$ cat src/rtl/bus_router3_pkg.sv
// rtl/bus_router3_pkg.sv - shared region codes, target selects and FSM states for bus_router3
package bus_router3_pkg;

   localparam logic [3:0] REG_TMR = 4'hF;
   localparam logic [3:0] REG_IO  = 4'hE;
   localparam logic [3:0] REG_BAD = 4'hD;

   localparam logic [1:0] SEL_MEM  = 2'b00;
   localparam logic [1:0] SEL_IO   = 2'b01;
   localparam logic [1:0] SEL_TMR  = 2'b10;
   localparam logic [1:0] SEL_NONE = 2'b11;

   typedef enum logic [1:0] {
      ST_IDLE = 2'b00,
      ST_WAIT = 2'b01,
      ST_RESP = 2'b10
   } state_t;

   // SEL_NONE maps to no request line at all
   function automatic logic [2:0] sel_onehot(input logic [1:0] sel);
      logic [2:0] oh;
      oh = 3'b000;
      case (sel)
         SEL_MEM: oh = 3'b001;
         SEL_IO:  oh = 3'b010;
         SEL_TMR: oh = 3'b100;
         default: oh = 3'b000;
      endcase
      return oh;
   endfunction

endpackage

$ cat src/rtl/bus_addr_decode.sv
// rtl/bus_addr_decode.sv - top address nibble to target select and unmapped flag
module bus_addr_decode
   import bus_router3_pkg::*;
(
   input  logic [3:0] i_region,
   output logic [1:0] o_sel,
   output logic       o_unmapped
);

   always_comb begin
      o_sel      = SEL_MEM;
      o_unmapped = 1'b0;
      case (i_region)
         REG_TMR: o_sel = SEL_TMR;
         REG_IO:  o_sel = SEL_IO;
         REG_BAD: begin
            o_sel      = SEL_NONE;
            o_unmapped = 1'b1;
         end
         default: o_sel = SEL_MEM;
      endcase
   end

endmodule

$ cat src/rtl/bus_router3.sv
// rtl/bus_router3.sv - routes one CPU load/store to memory, I/O or timer with req/ack and timeout
module bus_router3
   import bus_router3_pkg::*;
#(
   parameter int WIDTH   = 32,
   parameter int TIMEOUT = 15
) (
   input  logic             clk,
   input  logic             reset,
   input  logic             cpu_req,
   input  logic             cpu_we,
   input  logic [WIDTH-1:0] cpu_addr,
   input  logic [WIDTH-1:0] cpu_wdata,
   output logic             cpu_ready,
   output logic [WIDTH-1:0] cpu_rdata,
   output logic             cpu_err,
   output logic [1:0]       rsel,
   output logic [2:0]       s_req,
   output logic             s_we,
   output logic [WIDTH-1:0] s_addr,
   output logic [WIDTH-1:0] s_wdata,
   input  logic [2:0]       s_ack,
   input  logic [WIDTH-1:0] s_rdata0,
   input  logic [WIDTH-1:0] s_rdata1,
   input  logic [WIDTH-1:0] s_rdata2
);

   localparam int            CW     = $clog2(TIMEOUT + 1);
   localparam logic [CW-1:0] TO_CNT = CW'(TIMEOUT);

   state_t           r_state;
   state_t           w_state_nxt;
   logic [CW-1:0]    r_cnt;
   logic             r_we;
   logic [WIDTH-1:0] r_addr;
   logic [WIDTH-1:0] r_wdata;
   logic [1:0]       r_sel;
   logic [WIDTH-1:0] r_rdata;
   logic             r_err;

   logic [1:0]       w_sel;
   logic             w_unmapped;
   logic             w_ack_sel;
   logic             w_timeout;
   logic [WIDTH-1:0] w_rdata_mux;

   bus_addr_decode u_decode (
      .i_region   (cpu_addr[WIDTH-1 -: 4]),
      .o_sel      (w_sel),
      .o_unmapped (w_unmapped)
   );

   // Only the latched target's ack counts; strays from other targets are masked
   assign w_ack_sel = |(s_ack & sel_onehot(r_sel));
   assign w_timeout = (r_cnt == TO_CNT);

   always_comb begin
      w_rdata_mux = '0;
      case (r_sel)
         SEL_MEM: w_rdata_mux = s_rdata0;
         SEL_IO:  w_rdata_mux = s_rdata1;
         SEL_TMR: w_rdata_mux = s_rdata2;
         default: w_rdata_mux = '0;
      endcase
   end

   always_ff @(posedge clk or posedge reset) begin
      if (reset) begin
         r_state <= ST_IDLE;
      end else begin
         r_state <= w_state_nxt;
      end
   end

   always_comb begin
      w_state_nxt = ST_IDLE;
      case (r_state)
         ST_IDLE: begin
            if (cpu_req) begin
               w_state_nxt = w_unmapped ? ST_RESP : ST_WAIT;
            end else begin
               w_state_nxt = ST_IDLE;
            end
         end
         ST_WAIT: begin
            if (w_ack_sel || w_timeout) begin
               w_state_nxt = ST_RESP;
            end else begin
               w_state_nxt = ST_WAIT;
            end
         end
         ST_RESP: w_state_nxt = ST_IDLE;
         default: w_state_nxt = ST_IDLE;
      endcase
   end

   always_ff @(posedge clk or posedge reset) begin
      if (reset) begin
         r_cnt   <= '0;
         r_we    <= 1'b0;
         r_addr  <= '0;
         r_wdata <= '0;
         r_sel   <= SEL_MEM;
         r_rdata <= '0;
         r_err   <= 1'b0;
      end else begin
         case (r_state)
            ST_IDLE: begin
               r_cnt <= '0;
               if (cpu_req) begin
                  r_we    <= cpu_we;
                  r_addr  <= cpu_addr;
                  r_wdata <= cpu_wdata;
                  r_sel   <= w_sel;
                  if (w_unmapped) begin
                     r_err   <= 1'b1;
                     r_rdata <= '0;
                  end
               end
            end
            ST_WAIT: begin
               r_cnt <= r_cnt + CW'(1);
               // An ack arriving on the timeout cycle still completes cleanly
               if (w_ack_sel) begin
                  r_err   <= 1'b0;
                  r_rdata <= r_we ? '0 : w_rdata_mux;
               end else if (w_timeout) begin
                  r_err   <= 1'b1;
                  r_rdata <= '0;
               end
            end
            default: r_cnt <= '0;
         endcase
      end
   end

   assign cpu_ready = (r_state == ST_RESP);
   assign cpu_err   = r_err & cpu_ready;
   assign cpu_rdata = r_rdata;
   assign rsel      = r_sel;
   assign s_req     = (r_state == ST_WAIT) ? sel_onehot(r_sel) : 3'b000;
   assign s_we      = r_we;
   assign s_addr    = r_addr;
   assign s_wdata   = r_wdata;

endmodule

$ cat config.mk
export PLATFORM = sky130hd
export DESIGN_NAME = bus_router3
export DESIGN_NICKNAME = d
export VERILOG_FILES = /design/src/rtl/bus_router3_pkg.sv /design/src/rtl/bus_addr_decode.sv /design/src/rtl/bus_router3.sv
export SDC_FILE = /design/constraint.sdc
export NUM_CORES = 1
export LEC_CHECK = 0
export ABC_AREA = 1
export ABC_CLOCK_PERIOD_IN_PS = 10100
export CORE_ASPECT_RATIO = 0.75
export CORE_MARGIN = 5
export CORE_UTILIZATION = 42
export CTS_CLUSTER_SIZE = 30
export DETAILED_ROUTE_END_ITERATION = 16
export HOLD_SLACK_MARGIN = 0.1
export PLACE_DENSITY_LB_ADDON = 0.1
export SLEW_MARGIN = 20
export SYNTH_ARGS = -nofsm -noshare
export SYNTH_HDL_FRONTEND = slang
export SYNTH_SLANG_ARGS = --single-unit
$ cat constraint.sdc
create_clock -name clk -period 10.1 [get_ports clk]
set_clock_uncertainty 0.05 [all_clocks]
set_input_delay 1.515 -clock clk [delete_from_list [all_inputs] [get_ports clk]]
set_output_delay 1.515 -clock clk [all_outputs]
set_load 0.005 [all_outputs]
==> flow_summary.yaml <==
final_layout:
  antennaDiodeCount: 0
  fin_util_pct: 71.2
  area_delta_synth_final_pct: 63.9
  stdcell_count: 1001
  drive_gt1_share_pct: 3.72
  final_nets: 1024
setup_path:
  worstPathArrival_ps: 2260
  endpoint_kind: "primary output"
  crit_buf_inv: 4
  slowest_stage: "clkdlybuf4s50_1"
  cpPeakStageDelay_ps: 580
  worst-path-max-fanout: 36
  path_cells: "inv_1, nor2_2, buf_4, inv_1, nor3_1, clkdlybuf4s50_1"
  criticalPathCategory: "register to primary output"
  crit_top_cell: "inv_1"
  cp_num_cells: 6
  start_kind: "register"
  required_ps: 8540
  reg2reg_depth: 7
  cp_top_family: "buffers and inverters"
route:
  vias: 5032
  routed_wl_mm: 16.4
  antenna_left: 0
  routed_via_density: 5.03
  drt_pass1_iterations: 4
  drc: 0
  drt_iter0_drc: 299
  wire_per_inst_um: 16.3
sta:
  period_needed_ps: 3830
  holdWs_ps: 414
  fin_setup_tns_ps: 0
  setup_violations: 0
  fin_crit_sh_pct: 37.9
  rsz0062_at_grt: "no"
  slew_violations: 0
  tightest_slew_ps: 1020
  fmax_ghz: 0.261
  slew_headroom_pct: 31.7
  hold_viol: 0
cts:
  cts_buffers: 9
  cts_root_buffer: "clkbuf_16"
  cts_hold_buffers: 0
  clk_path_buf_depth: 2
  clock_latency_ps: 340
  cts_resized: 0
  ctsHtreeMaxLevel: 3
  clock-sinks: 106
  post_cts_buffers: 0
  tritoncts: "yes"
  clkSlewWorstSetupHoldPaths_ps: 70
logic_synthesis:
  synthCells: 609
  synth.avg_cell_area_um2: 7.86
  synth-seq-cells: 106
  synth_cell_type_count: 22
  ys_seq_area_share_pct: 55.4
  yosys_warnings: 0
  syn_nets: 777
  synthesis.area_mm2: 0.00479
place:
  dp_hpwl_mm: 12.2
  gp_congestion: 0.825
  numPortBuffers: 270
  dp.cells: 985
min_path:
  hp-class: "register to register"
  min_path_cells: 1
floorplan:
  io_pins: 271
  rows: 33
  die_width_um: 133
  die-area_mm2: 0.0137
  die_h_um: 102
  coreArea_mm2: 0.0110
  floorplan.initialDensity_pct: 43.4
run_status:
  status: "completed"
global_routing:
  grt_pass1_wl_mm: 25.5
  antenna_found_initial: 0
  grt_pass1_vias: 5086
  grt_remaining_overflow: 0
  grt_use_total_pct: 23.5
  grtUsageMet3_pct: 10.3
  grtUsageMet2_pct: 40.8
  use_met1_pct: 26.0
  grt_max_degree: 69
  grt-busiest-layer: "met2"
flow_run:
  max-cap-violations: 0
power_and_ir_drop:
  powerDensity_mw_per_mm2: 276
  vdd_drop_max_uv: 155
  power_leakage_nw: 3.74
-- final timing paths --
kind,end,slack (ps),from
max,s_req[2],6270,r_state[0]
min,r_cnt[0],410,r_cnt[0]
max reg2reg,r_err,7470,r_state[0]
min reg2reg,r_cnt[0],410,r_cnt[0]
max in group asynchronous,cpu_rdata[10],7300,reset
min in group asynchronous,s_wdata[9],1500,reset
-- through the flow --
step,instance area (um2),setup WS [ps],power (W)
global route,7850,6100,0.00233
detailed placement,7540,5600,0.00182
floorplan,4790,5750,0.00120
CTS,7830,5970,0.00218
finish,7850,6270,0.00216
global placement,7530,5670,0.00179
-- registers in the layout, summed over array words and instances, names as in the netlist --
register   cells
s_addr        32
rsel           2
r_err          1
r_state        2
r_cnt          4
s_we           1
s_wdata       32
cpu_rdata     32
-- layout by cell type (no fill, tap or decap), drive strengths merged, types with 2 or more instances in the layout --
cell / instances
clkbuf: 9
dfrtp: 106
clkinv: 4
inv: 9
o21ai: 3
nor3: 3
nand4: 34
clkinvlp: 2
clkdlybuf4s50: 270
nor2: 12
nand3: 72
nand2: 326
buf: 4
-- per-layer routing --
layer	vias to the layer above	routed length [um]
met5	-	0
met4	0	486
met3	33	1660
met2	204	8060
met1	2350	6140
li1	2445	-
-- cells in the mapped netlist, drive strengths merged --
library cell | count | area [um2]
clkbuf | 16 | 60.1
a21oi | 1 | 5.00
ha | 1 | 12.5
nand2 | 326 | 1230
nand4 | 34 | 213
clkinv | 1 | 3.75
o211ai | 1 | 7.51
o21ai | 3 | 15.0
dfrtp | 106 | 2650
nor3 | 3 | 15.0
xor2 | 1 | 8.76
buf | 22 | 111
inv | 8 | 30.0
o22ai | 1 | 6.26
nor2 | 12 | 52.6
and3 | 1 | 6.26
nand3 | 72 | 360
-- logic make-up (layout without fill, tap and decap cells) --
family	count (synthesis)	in the layout	synth area share (%)
AND/OR/NAND/NOR	448	448	39.1
XOR/XNOR	1	1	0.183
buffers and inverters	47	299	4.29
AO/OA/AOI/OAI	6	6	0.706
adder cells (fa/ha/maj)	1	1	0.261
flip-flops	106	106	55.4
-- report_power, final --
group          internal (W)  leakage [nW]  total [W]  switching [W]
combinational      0.000546          2.26    0.00106       0.000517
sequential         0.000629          1.34   0.000755       0.000126
clock              0.000192         0.142   0.000348       0.000156
-- final cells by class --
type	instances	area [um2]
fill	876	3180
timing repair buffer	274	2730
sequential	106	2650
multi-input combinational	456	1950
clock buffer	9	225
tap	140	175
clock inverter	7	68.8
inverter	9	37.5
No activity file was read; power rests on OpenSTA's default activity.
